[config.mk]
export PLATFORM = sky130hd
export DESIGN_NAME = gray_conv_arbiter_flat
export DESIGN_NICKNAME = d
export VERILOG_FILES = /design/src/rtl/gray_pkg.sv /design/src/rtl/gray_conv_arbiter_if.sv /design/src/rtl/rr_pick.sv /design/src/rtl/gray_conv_arbiter.sv /design/src/flat_wrapper.sv
export SDC_FILE = /design/constraint.sdc
export NUM_CORES = 1
export LEC_CHECK = 0
export BUFFER_PORTS_ARGS = -buffer_cell sky130_fd_sc_hd__buf_2
export CAP_MARGIN = 5
export CELL_PAD_IN_SITES_DETAIL_PLACEMENT = 1
export CELL_PAD_IN_SITES_GLOBAL_PLACEMENT = 2
export CORE_MARGIN = 2
export CORE_UTILIZATION = 28
export DETAILED_ROUTE_END_ITERATION = 8
export MAX_ROUTING_LAYER = met4
export PLACE_DENSITY_LB_ADDON = 0.1
export SKIP_CTS_REPAIR_TIMING = 1
export SLEW_MARGIN = 20
export SYNTH_ARGS = -nofsm -noshare
export SYNTH_HDL_FRONTEND = slang
export SYNTH_HIERARCHICAL = 1
export SYNTH_SLANG_ARGS = --single-unit
[constraint.sdc]
create_clock -name clk -period 3.1 [get_ports clk]
set_input_delay 0.465 -clock clk [delete_from_list [all_inputs] [get_ports clk]]
set_output_delay 0.465 -clock clk [all_outputs]
set_load 0.1 [all_outputs]
[src/rtl/gray_pkg.sv]
// Shared definitions for the Gray-encoding arbiter: defaults and the encoder function.
package gray_pkg;
  localparam int NREQ_DEF  = 4;
  localparam int WIDTH_DEF = 4;
  localparam int GRAY_MAXW = 64;

  // Callers zero-extend into GRAY_MAXW and slice back; the zero MSB makes bit WIDTH-1 pass through.
  function automatic logic [GRAY_MAXW-1:0] bin2gray(input logic [GRAY_MAXW-1:0] bin);
    return bin ^ (bin >> 1);
  endfunction
endpackage

[src/rtl/gray_conv_arbiter_if.sv]
// Requester/consumer bundle for gray_conv_arbiter; slave is the arbiter side.
interface gray_conv_arbiter_if
  import gray_pkg::*;
#(
  parameter int NREQ  = NREQ_DEF,
  parameter int WIDTH = WIDTH_DEF,
  parameter int IDW   = $clog2(NREQ)
);
  logic [NREQ-1:0]       req_valid;
  logic [NREQ*WIDTH-1:0] req_data;
  logic [NREQ-1:0]       req_ready;
  logic                  out_valid;
  logic                  out_ready;
  logic [WIDTH-1:0]      out_data;
  logic [IDW-1:0]        out_id;

  modport slave (
    input  req_valid, req_data, out_ready,
    output req_ready, out_valid, out_data, out_id
  );

  modport master (
    output req_valid, req_data, out_ready,
    input  req_ready, out_valid, out_data, out_id
  );
endinterface

[src/rtl/rr_pick.sv]
// Combinational round-robin picker: first set bit of req_vec at or after ptr, wrapping.
module rr_pick #(
  parameter int NREQ = 4,
  parameter int IDW  = $clog2(NREQ)
) (
  input  logic [NREQ-1:0] req_vec,
  input  logic [IDW-1:0]  ptr,
  input  logic            en,
  output logic [NREQ-1:0] gnt_onehot,
  output logic [IDW-1:0]  gnt_idx,
  output logic            any
);
  logic [IDW:0]   w_sum;
  logic [IDW-1:0] w_idx;

  always_comb begin
    gnt_onehot = '0;
    gnt_idx    = '0;
    any        = 1'b0;
    w_sum      = '0;
    w_idx      = '0;
    if (en) begin
      for (int k = 0; k < NREQ; k++) begin
        w_sum = {1'b0, ptr} + (IDW+1)'(k);
        if (w_sum >= (IDW+1)'(NREQ)) w_sum = w_sum - (IDW+1)'(NREQ);
        w_idx = w_sum[IDW-1:0];
        if (!any && req_vec[w_idx]) begin
          any                 = 1'b1;
          gnt_idx             = w_idx;
          gnt_onehot[w_idx]   = 1'b1;
        end
      end
    end
  end
endmodule

[src/rtl/gray_conv_arbiter.sv]
// Round-robin shared binary-to-Gray encoder with a single registered, id-tagged output slot.
module gray_conv_arbiter
  import gray_pkg::*;
#(
  parameter int NREQ  = NREQ_DEF,
  parameter int WIDTH = WIDTH_DEF,
  parameter int IDW   = $clog2(NREQ)
) (
  input  logic                 clk,
  input  logic                 rst,
  gray_conv_arbiter_if.slave   bus
);
  typedef enum logic {S_EMPTY = 1'b0, S_FULL = 1'b1} state_e;

  state_e           r_state, w_state_nxt;
  logic [WIDTH-1:0] r_data,  w_data_nxt;
  logic [IDW-1:0]   r_id,    w_id_nxt;
  logic [IDW-1:0]   r_rr_ptr, w_ptr_nxt;

  logic             w_out_valid;
  logic             w_slot_free;
  logic [NREQ-1:0]  w_gnt_oh;
  logic [IDW-1:0]   w_gnt_idx;
  logic             w_accept;
  logic [WIDTH-1:0] w_words [NREQ];
  logic [WIDTH-1:0] w_gray;

  for (genvar i = 0; i < NREQ; i++) begin : g_words
    assign w_words[i] = bus.req_data[i*WIDTH +: WIDTH];
  end

  assign w_out_valid = (r_state == S_FULL);
  assign w_slot_free = !w_out_valid || bus.out_ready;

  // Gating with rst keeps a word presented during reset from being handshaken.
  rr_pick #(.NREQ(NREQ), .IDW(IDW)) u_pick (
    .req_vec    (bus.req_valid),
    .ptr        (r_rr_ptr),
    .en         (w_slot_free && !rst),
    .gnt_onehot (w_gnt_oh),
    .gnt_idx    (w_gnt_idx),
    .any        (w_accept)
  );

  assign w_gray = WIDTH'(bin2gray(GRAY_MAXW'(w_words[w_gnt_idx])));

  always_comb begin
    w_state_nxt = r_state;
    w_data_nxt  = r_data;
    w_id_nxt    = r_id;
    w_ptr_nxt   = r_rr_ptr;
    if (w_accept) begin
      w_state_nxt = S_FULL;
      w_data_nxt  = w_gray;
      w_id_nxt    = w_gnt_idx;
      w_ptr_nxt   = (w_gnt_idx == IDW'(NREQ-1)) ? '0 : w_gnt_idx + 1'b1;
    end else if (w_out_valid && bus.out_ready) begin
      w_state_nxt = S_EMPTY;
    end
  end

  always_ff @(posedge clk) begin
    if (rst) begin
      r_state  <= S_EMPTY;
      r_data   <= '0;
      r_id     <= '0;
      r_rr_ptr <= '0;
    end else begin
      r_state  <= w_state_nxt;
      r_data   <= w_data_nxt;
      r_id     <= w_id_nxt;
      r_rr_ptr <= w_ptr_nxt;
    end
  end

  assign bus.req_ready = w_gnt_oh;
  assign bus.out_valid = w_out_valid;
  assign bus.out_data  = r_data;
  assign bus.out_id    = r_id;
endmodule

[src/flat_wrapper.sv]
// flat-port wrapper written by rule: the top's interface ports become plain ports
module gray_conv_arbiter_flat import gray_pkg::*;
#(
  parameter int NREQ  = NREQ_DEF,
  parameter int WIDTH = WIDTH_DEF,
  parameter int IDW   = $clog2(NREQ)
)
  (clk, rst, bus_req_valid, bus_req_data, bus_out_ready, bus_req_ready, bus_out_valid, bus_out_data, bus_out_id);
  gray_conv_arbiter_if #(.NREQ(NREQ), .WIDTH(WIDTH), .IDW(IDW)) bus_i ();
  input  logic clk;
  input  logic rst;
  input wire logic [$bits(bus_i.req_valid)-1:0] bus_req_valid;
  input wire logic [$bits(bus_i.req_data)-1:0] bus_req_data;
  input wire logic [$bits(bus_i.out_ready)-1:0] bus_out_ready;
  output wire logic [$bits(bus_i.req_ready)-1:0] bus_req_ready;
  output wire logic [$bits(bus_i.out_valid)-1:0] bus_out_valid;
  output wire logic [$bits(bus_i.out_data)-1:0] bus_out_data;
  output wire logic [$bits(bus_i.out_id)-1:0] bus_out_id;
  assign bus_i.req_valid = bus_req_valid;
  assign bus_i.req_data = bus_req_data;
  assign bus_i.out_ready = bus_out_ready;
  assign bus_req_ready = bus_i.req_ready;
  assign bus_out_valid = bus_i.out_valid;
  assign bus_out_data = bus_i.out_data;
  assign bus_out_id = bus_i.out_id;
  gray_conv_arbiter #(.NREQ(NREQ), .WIDTH(WIDTH), .IDW(IDW)) u_core (.clk(clk), .rst(rst), .bus(bus_i));
endmodule
==> run metrics, run 1 <==
status finished, final reports clean; Starting DRT DRC Count approximately 110; routed length per instance around 15 um; Synthesized Nets 165; sequential-to-total area share from yosys stat about 15%; pin count of the biggest net entering global routing 22; Core ar. slightly above 0.004 sq mm; Final HPWL DP ~2.7 mm; Synth Cell Area around 0.0012 sq mm; initial antenna violation count 0; Synth Warn # 6; met2 wire length 1.71 mm; critical path fanouts, max 9; Layout Nets 200; switch share 45.9%; post-route ant nets 0; # diodes 0; Cells after Synth approximately 130; Final Cycle Share between 90% and 100%; RR Endpoint u_core/bus.out_data[2]; Placed Area between 0.0015 and 0.002 sq mm; Max Freq about 0.34 GHz; layout cells sized above 1 a little over a third; slew margin rel. about 67%; hold depth 2; final setup fails 0; worst hold path type reg2reg; DR WL met3 124 um; num rows 23; Switch Pwr 327 uW; maxcap violations 0; Hold Startpoint u_core/bus.out_data[1]; Crit Path Category reg2out; Num CTS Buffers 3; Vias 1177; Worst Reg-to-Reg Cells 9; crit path DAT approximately 2.4 ns; pre-CTS setup slack around 0.31 ns; clock sinks 9; Die Footprint roughly 0.0048 sq mm; P&R area growth vs syn 28.5%; I/O pin total 34; RePlAce Congestion ~0.76; port buffer count 33; Leakage around 0.00063 uW; RSZ-0062 raised after global routing false; Final min period slightly below 3 ns; Worst-Margin Slew ~0.49 ns; Die X a little under 70 um; clock root cell clkbuf_8; flop2flop setup slack 0.33 ns; Netlist cell types 38; Die Ht 69.6 um; Max clock buf depth 2; CTS tree yes; number of global-route vias before repair between 1000 and 1500; sequential power share 18.7%; setup TNS 0 ns; wirelength, routed roughly 3.4 mm; fillers between 500 and 600; Avg Synthesized Cell Area around 9 sq um; Clock power frac around a fifth; crit end category primary output; CP Launch Type flip-flop; DRC viols 0; hold path endpoint u_core/bus.out_data[1]; H-tree lvl count 1; wire length on met1 ~1.5 mm; final instance area ~0.0016 sq mm; Starting Density about 30%; Max VDD drop 0.000223 V; Reg2Reg Launch Point u_core/r_rr_ptr[0]; Int Pwr a little under 400 uW; Hold Vio Cnt, Final 0; Hold Worst Slack 0.490 ns; Total GRT Usage 15.2%; clk slew on worst S/H paths 0.05 ns; Overflow after GRT 0; PwrDens 460 mW/mm^2; Pins Over Slew Limit 0; Comb power frac between 60% and 70%; CP Data Required Time 2.63 ns; Worst-Skew Late Latency between 0.2 and 0.25 ns; first-pass GRT wire length 6.00 mm; final worst slack 0.191 ns; DR vias/cell ~5.4; Clock Skews approximately 0.0025 ns; Yosys reg bits 9; TritonRoute pass-1 iters 4; Max Used Layer met4
Yosys cell counts:
cell / number / share of area, %
nor2_1: 15 / 4.7
xnor2_1: 12 / 8.7
dfxtp_1: 9 / 15
ha_1: 8 / 8.3
nor2b_1: 8 / 4.1
o2111ai_1: 8 / 5.8
a211oi_1: 6 / 3.7
mux2i_1: 6 / 5.0
clkbuf_1: 5 / 1.6
mux4_2: 5 / 9.3
a22oi_1: 4 / 2.5
a32o_1: 4 / 3.3
and2_1: 4 / 2.1
buf_2: 4 / 1.7
nand3_1: 4 / 1.7
or2_2: 4 / 2.1
o21ai_0: 3 / 1.2
a21oi_1: 2 / 0.83
inv_1: 2 / 0.62
mux2_4: 2 / 2.5
nor4_1: 2 / 1.0
a21o_1: 1 / 0.62
a311oi_1: 1 / 0.73
and3_1: 1 / 0.52
buf_6: 1 / 0.93
inv_2: 1 / 0.31
mux2_1: 1 / 0.93
mux2_2: 1 / 0.93
mux2i_4: 1 / 1.9
mux4_1: 1 / 2.2
nand2_1: 1 / 0.31
nand2b_1: 1 / 0.52
nand3b_1: 1 / 0.62
nor3_2: 1 / 0.83
o211a_1: 1 / 0.83
o211ai_1: 1 / 0.62
o221ai_1: 1 / 0.73
o311a_1: 1 / 0.83
worst max path at each step:
stage,startpoint,to,slack [ns],cells past startpoint
floorplan,u_core/r_rr_ptr[0],u_core/bus.out_data[2],0.08,10
global placement,u_core/r_rr_ptr[0],u_core/bus.out_data[2],0.40,9
detailed placement,u_core/r_rr_ptr[0],u_core/bus.out_data[2],0.31,9
CTS,u_core/r_rr_ptr[0],bus_req_ready[3],0.15,8
global route,u_core/r_rr_ptr[0],bus_req_ready[3],0.005,8
finish,u_core/r_rr_ptr[0],bus_req_ready[2],0.19,8
power groups by stage:
stage / Sequential, uW / Clock [uW] / Combinational, uW
finish: 133 / 135 / 445
CTS: 133 / 141 / 446
floorplan: 197 / 0 / 264
detailed placement: 135 / 0 / 445
global route: 135 / 148 / 481
global placement: 135 / 0 / 441
layout by cell type (no fill, tap or decap), types with 2 or more instances in the layout:
master / synthesis / final
a32o_1: 4 / 4
buf_12: 0 / 4
dfxtp_1: 9 / 9
buf_2: 4 / 29
nor4_1: 2 / 2
inv_1: 2 / 2
mux2_4: 2 / 2
nand3_1: 4 / 4
nor2b_1: 8 / 8
xnor2_1: 12 / 12
a21oi_1: 2 / 2
nor2_1: 15 / 15
clkbuf_8: 0 / 3
mux2i_1: 6 / 6
a22oi_1: 4 / 4
mux4_2: 5 / 5
ha_1: 8 / 7
or2_2: 4 / 4
and2_1: 4 / 4
o21ai_0: 3 / 3
buf_4: 0 / 7
o2111ai_1: 8 / 8
a211oi_1: 6 / 6
metrics by stage:
stage / cells / util, % / power (uW)
after detailed placement: 214 / 36.8 / 580
after floorplan: 134 / - / 461
after CTS: 218 / 37.9 / 721
final: 218 / 37.9 / 713
after global placement: 214 / 36.8 / 576
after global routing: 218 / 37.9 / 764
final cells by class:
class,count,area [sq um],area share [%]
clock buffers,4,45.0,2.91
inverters,3,11.3,0.726
multi-input cells,112,973,62.8
flip-flops and latches,9,180,11.6
well taps,50,62.6,4.04
repair buffers,40,278,17.9
routing by layer:
metal | GRT usage, % | vias to the layer above
met3 | 1.74 | 2
met1 | 18.5 | 572
met5 | - | -
li1 | - | 578
met4 | 3.85 | 0
met2 | 26.8 | 25
kinds of logic after synthesis:
| group | Yosys count | synth area share (%) |
|---|---|---|
| muxes | 17 | 22.7 |
| AOI/OAI and AO/OA | 33 | 21.8 |
| adders and majority gates | 8 | 8.30 |
| DFF | 9 | 14.9 |
| and+or+nand+nor | 42 | 18.5 |
| buffers and inverters | 13 | 5.08 |
| xor gates and xnor gates | 12 | 8.71 |
flip-flops by register name (all words and copies together), names as in the netlist:
register / flops
u_core/bus.out_data: 4
u_core/bus.out_id: 2
u_core/r_rr_ptr: 2
u_core/bus.out_valid: 1
critical path: stages, from the launching register on:
cell and delay [ns]:
dfxtp_1 0.32, inv_1 0.13, ha_2 0.45, buf_4 0.19, nand2b_1 0.18, nor4_1 0.24
o311a_1 0.29, a32o_1 0.22, buf_12 0.19
(Power assumes the default switching activity.)
==> run 2: changes to the inputs <==
==> constraint.sdc (replaced) <==
create_clock -name clk -period 3.1 [get_ports clk]
set_input_delay 0.155 -clock clk [delete_from_list [all_inputs] [get_ports clk]]
set_output_delay 0.155 -clock clk [all_outputs]
set_load 0.1 [all_outputs]
==> run 2 against run 1 <==
  * Sequential power is essentially flat
  * Clock power about the same
  * Fmax rose by 3.4%
  * Wire length down 0.92%
  * Largest cell class unchanged
  * Highest routed layer unchanged
==> run metrics, run 2 (same netlist as run 1, synthesis figures left out) <==
status finished, final reports clean (unchanged); RR Endpoint u_core/bus.out_data[3] (was u_core/bus.out_data[2]); RSZ-0062 raised after global routing false (unchanged); clock sinks 9 (unchanged); num rows 23 (unchanged); crit path DAT 2.93 ns (was 2.44 ns); I/O pin total 34 (unchanged); routed length per instance 15.4 um (about the same); Die Footprint 0.00485 sq mm (unchanged); Final Cycle Share 90.7% (was 93.8%); PwrDens 461 mW/mm^2 (was 460 mW/mm^2); Vias 1199 (was 1177); Crit Path Category reg2reg (was reg2out); Int Pwr 383 uW (was 386 uW); pre-CTS setup slack 0.297 ns (was 0.314 ns); Die X 69.6 um (unchanged); port buffer count 33 (unchanged); Hold Worst Slack 0.215 ns (was 0.490 ns); CP startpoint u_core/r_rr_ptr[0] (unchanged); setup TNS 0 ns (unchanged); DRC viols 0 (unchanged); placed insts 213 (was 214); Layout Nets 199 (was 200); Final min period 2.81 ns (was 2.91 ns); Final HPWL DP 2.53 mm (was 2.66 mm); Total GRT Usage 14.5% (was 15.2%); worst hold path type in2reg (was reg2reg); wirelength, routed 3.33 mm (was 3.36 mm); Clock power frac 18.9% (about the same); Worst Reg-to-Reg Cells 8 (was 9); H-tree lvl count 1 (unchanged); non-filler cells, final 217 (was 218); final instance area 0.00154 sq mm (was 0.00155 sq mm); Worst-Skew Late Latency 0.23 ns (about the same); switch share 46.1% (was 45.9%); Starting Density 29.5% (unchanged); Starting DRT DRC Count 77 (was 113); Placed Area 0.00150 sq mm (about the same); most common library cell in the layout ignoring fill and taps buf_2 (unchanged); Max Freq 0.356 GHz (was 0.344 GHz); Pins Over Slew Limit 0 (unchanged); initial antenna violation count 0 (unchanged); Worst-Margin Slew 0.608 ns (was 0.491 ns); Clock Skews 0.00163 ns (was 0.00251 ns); flop2flop setup slack 0.29 ns (was 0.33 ns); # diodes 0 (unchanged); post-route ant nets 0 (unchanged); Overflow after GRT 0 (unchanged); clock root cell clkbuf_8 (unchanged); DR vias/cell 5.53 (was 5.40); Die Ht 69.6 um (unchanged); Largest register FFs 4 (unchanged); maxcap violations 0 (unchanged); Reg2Reg Launch Point u_core/r_rr_ptr[0] (unchanged); worst setup path end u_core/bus.out_data[3] (was bus_req_ready[2]); final setup fails 0 (unchanged); Max VDD drop 0.000322 V (was 0.000223 V); RePlAce Congestion 0.818 (was 0.761); P&R area growth vs syn 27.7% (was 28.5%); CP Data Required Time 3.22 ns (was 2.63 ns); CP Launch Type flip-flop (unchanged); final worst slack 0.287 ns (was 0.191 ns); Core ar. 0.00409 sq mm (unchanged); fillers 510 (was 504); Max clock buf depth 2 (unchanged); Num CTS Buffers 3 (unchanged); crit end category flip-flop (was primary output); first-pass GRT wire length 5.70 mm (was 6.00 mm); layout cells sized above 1 34.7% (was 35.7%); slew margin rel. 59.3% (was 67.5%); Leakage 0.000626 uW (was 0.000629 uW); pin count of the biggest net entering global routing 22 (unchanged); Comb power frac 62.4% (about the same); Switch Pwr 328 uW (was 327 uW); commonest cells after routing, fill and taps aside buf_2, nor2_1, xnor2_1 (unchanged); CTS tree yes (unchanged); sequential power share 18.7% (about the same); critical path fanouts, max 13 (was 9); Hold Vio Cnt, Final 0 (unchanged); number of global-route vias before repair 1211 (was 1256); TritonRoute pass-1 iters 4 (unchanged); clk slew on worst S/H paths 0.04 ns (was 0.05 ns)
run 2: cell type report:
type	instances	area, sq um	area share, %
tap	50	62.6	4.06
clock buffer	4	45.0	2.92
timing repair buffer	39	270	17.5
sequential	9	180	11.7
multi-input combinational	112	971	63.0
inverter	3	11.3	0.731
run 2: power groups by stage:
stage               clock network (uW)  registers (uW)  logic (uW)
detailed placement                   0             135         444
CTS                                141             133         445
floorplan                            0             197         264
finish                             134             133         443
global placement                     0             135         440
global route                       151             134         473
run 2: metal layers:
metal / track usage [%] / share of wire [%] / wire [um] / up-vias
li1: - / - / - / 582
met1: 18.3 / 47 / 1550 / 586
met2: 24.3 / 49 / 1630 / 27
met3: 1.89 / 3.4 / 113 / 4
met4: 4.49 / 1.2 / 41 / 0
met5: - / 0 / 0 / -
run 2: how the worst min path moves through the flow:
stage / from / cells after the start / to / slack (ns)
floorplan: bus_out_ready / 3 / u_core/bus.out_valid / 0.35
global placement: bus_out_ready / 4 / u_core/bus.out_valid / 0.45
detailed placement: bus_out_ready / 4 / u_core/bus.out_valid / 0.45
CTS: bus_out_ready / 4 / u_core/bus.out_valid / 0.21
global route: bus_out_ready / 4 / u_core/bus.out_valid / 0.23
finish: bus_out_ready / 4 / u_core/bus.out_valid / 0.21
run 2: through the flow:
| stage | power [uW] | util, % |
|---|---|---|
| after floorplan | 461 | - |
| after global placement | 574 | 36.6 |
| after detailed placement | 579 | 36.6 |
| after CTS | 719 | 37.7 |
| after global routing | 758 | 37.7 |
| final | 711 | 37.7 |
run 2: critical path, stage by stage (launching register included):
cell and delay [ns]:
dfxtp_1 0.32, inv_1 0.13, ha_1 0.56, mux4_2 0.45, o211a_1 0.26, nor3_2 0.24
mux4_2 0.53, mux2i_1 0.15, nor2_1 0.05
==> run 3: changes to the inputs <==
PLACE_DENSITY = 0.85   (was not set)
PLACE_DENSITY_LB_ADDON = not set   (was 0.1)
==> run 3 against run 2 <==
  * Die area stayed put
  * Sequential share of layout area fell by 0.057 points
  * Clock skew is essentially flat
  * Highest routed layer unchanged
==> run metrics, run 3 (same netlist as run 1, synthesis figures left out) <==
Core ar. 0.00409 sq mm (unchanged); DR vias/cell 5.52 (was 5.53); Num CTS Buffers 3 (unchanged); RePlAce Congestion 0.796 (was 0.818); status finished, final reports clean (unchanged); Pins Over Slew Limit 0 (unchanged); CTS tree yes (unchanged); I/O pin total 34 (unchanged); clock sinks 9 (unchanged); num rows 23 (unchanged); routed length per instance 16.2 um (was 15.4 um); Die Footprint 0.00485 sq mm (unchanged); maxcap violations 0 (unchanged); layout cells sized above 1 35.1% (was 34.7%); worst hold path type in2reg (unchanged); Multi-input gate area 971 sq um (unchanged); Max Freq 0.349 GHz (was 0.356 GHz); Largest register FFs 4 (unchanged); Die X 69.6 um (unchanged); Final min period 2.86 ns (was 2.81 ns); post-route ant nets 0 (unchanged); Starting DRT DRC Count 144 (was 77); critical path, cell by cell inv_1 -> ha_1 -> nor2b_1 -> a211oi_1 -> o21ai_0 -> a311oi_2 -> buf_4 -> mux4_2 -> a211oi_1 (was inv_1 -> ha_1 -> mux4_2 -> o211a_1 -> nor3_2 -> mux4_2 -> mux2i_1 -> nor2_1); Max VDD drop 0.000214 V (was 0.000322 V); fillers 483 (was 510); DRC viols 0 (unchanged); TritonRoute pass-1 iters 4 (unchanged); clock root cell clkbuf_8 (unchanged); Crit Path Category reg2reg (unchanged); Hold Vio Cnt, Final 0 (unchanged); switch share 46.6% (was 46.1%); Switch Pwr 336 uW (was 328 uW); crit-path max cell delay 0.58 ns (was 0.56 ns); Worst-Skew Late Latency 0.24 ns (was 0.23 ns); CP Launch Type flip-flop (unchanged); slew margin rel. 67.4% (was 59.3%); crit end category flip-flop (unchanged); RSZ-0062 raised after global routing false (unchanged); H-tree lvl count 1 (unchanged); P&R area growth vs syn 28.3% (was 27.7%); initial antenna violation count 0 (unchanged); Comb power frac 61.9% (was 62.4%); # diodes 0 (unchanged); commonest cells after routing, fill and taps aside buf_2, nor2_1, xnor2_1 (unchanged); Overflow after GRT 0 (unchanged); Clock Skews 0.00147 ns (was 0.00163 ns); Crit path top cell by count a211oi_1 (was mux4_2); port buffer count 33 (unchanged); Vias 1203 (was 1199); first-pass GRT wire length 6.14 mm (was 5.70 mm); worst path buffer plus inverter count 2 (was 1); Clock power frac 19.5% (was 18.9%); crit path DAT 3.01 ns (was 2.93 ns); Layout Nets 200 (was 199); CP Data Required Time 3.25 ns (was 3.22 ns); setup TNS 0 ns (unchanged); slowest stage cell, crit path ha_1 (unchanged); Worst-Margin Slew 0.492 ns (was 0.608 ns); CP delay by family, top compound AO/OA/AOI/OAI gates (was multiplexers); Die Ht 69.6 um (unchanged); wirelength, routed 3.52 mm (was 3.33 mm); most common library cell in the layout ignoring fill and taps buf_2 (unchanged); final setup fails 0 (unchanged); Starting Density 29.5% (unchanged); critical path fanouts, max 14 (was 13); PwrDens 465 mW/mm^2 (was 461 mW/mm^2); Final Cycle Share 92.4% (was 90.7%); Hold Worst Slack 0.224 ns (was 0.215 ns); Total GRT Usage 15.8% (was 14.5%); clk slew on worst S/H paths 0.05 ns (was 0.04 ns); Max clock buf depth 2 (unchanged); register area 180 sq um (unchanged); Leakage 0.000631 uW (was 0.000626 uW); Int Pwr 385 uW (was 383 uW); sequential power share 18.6% (was 18.7%); number of global-route vias before repair 1275 (was 1211); pin count of the biggest net entering global routing 22 (unchanged); Final HPWL DP 2.72 mm (was 2.53 mm)
[run 3: final timing paths]
path | from | end | slack [ns] | cells past startpoint
max | u_core/r_rr_ptr[0] | u_core/bus.out_data[2] | 0.24 | 9
min | rst | u_core/bus.out_data[3] | 0.22 | 2
max reg2reg | u_core/r_rr_ptr[0] | u_core/bus.out_data[2] | 0.24 | 9
min reg2reg | u_core/bus.out_data[1] | u_core/bus.out_data[1] | 0.48 | 2
[run 3: power by group through the flow]
stage / Clock, uW / Combinational (uW) / Sequential, uW
2_1_floorplan: 0 / 264 / 197
3_3_place_gp: 0 / 432 / 135
3_5_place_dp: 0 / 445 / 136
4_1_cts: 145 / 447 / 134
5_1_grt: 152 / 477 / 136
6_report: 140 / 446 / 134
[run 3: final cells by class]
cell class,count,share of cell area (%)
inverters,3,0.728
flip-flops and latches,9,11.6
clock buffers,4,2.91
well taps,50,4.04
multi-input cells,112,62.7
repair buffers,40,17.9
[run 3: per-layer routing]
| metal | up-vias | routed length (um) | part of all wire [%] | GRT usage (%) |
|---|---|---|---|---|
| li1 | 580 | - | - | - |
| met1 | 573 | 1550 | 44 | 19.3 |
| met2 | 46 | 1750 | 50 | 27.5 |
| met3 | 4 | 179 | 5.1 | 2.03 |
| met4 | 0 | 39 | 1.1 | 4.49 |
| met5 | - | 0 | 0 | - |
[run 3: per-stage QoR]
stage	worst slack (ns)	utilization [%]	std cells	power, uW	cell area (sq um)
after floorplan	0.0843	-	134	461	1210
after global placement	0.412	36.8	214	568	1500
after detailed placement	0.275	36.8	214	581	1500
after CTS	0.244	37.9	218	726	1550
after global routing	0.0198	37.9	218	765	1550
final	0.237	37.9	218	720	1550
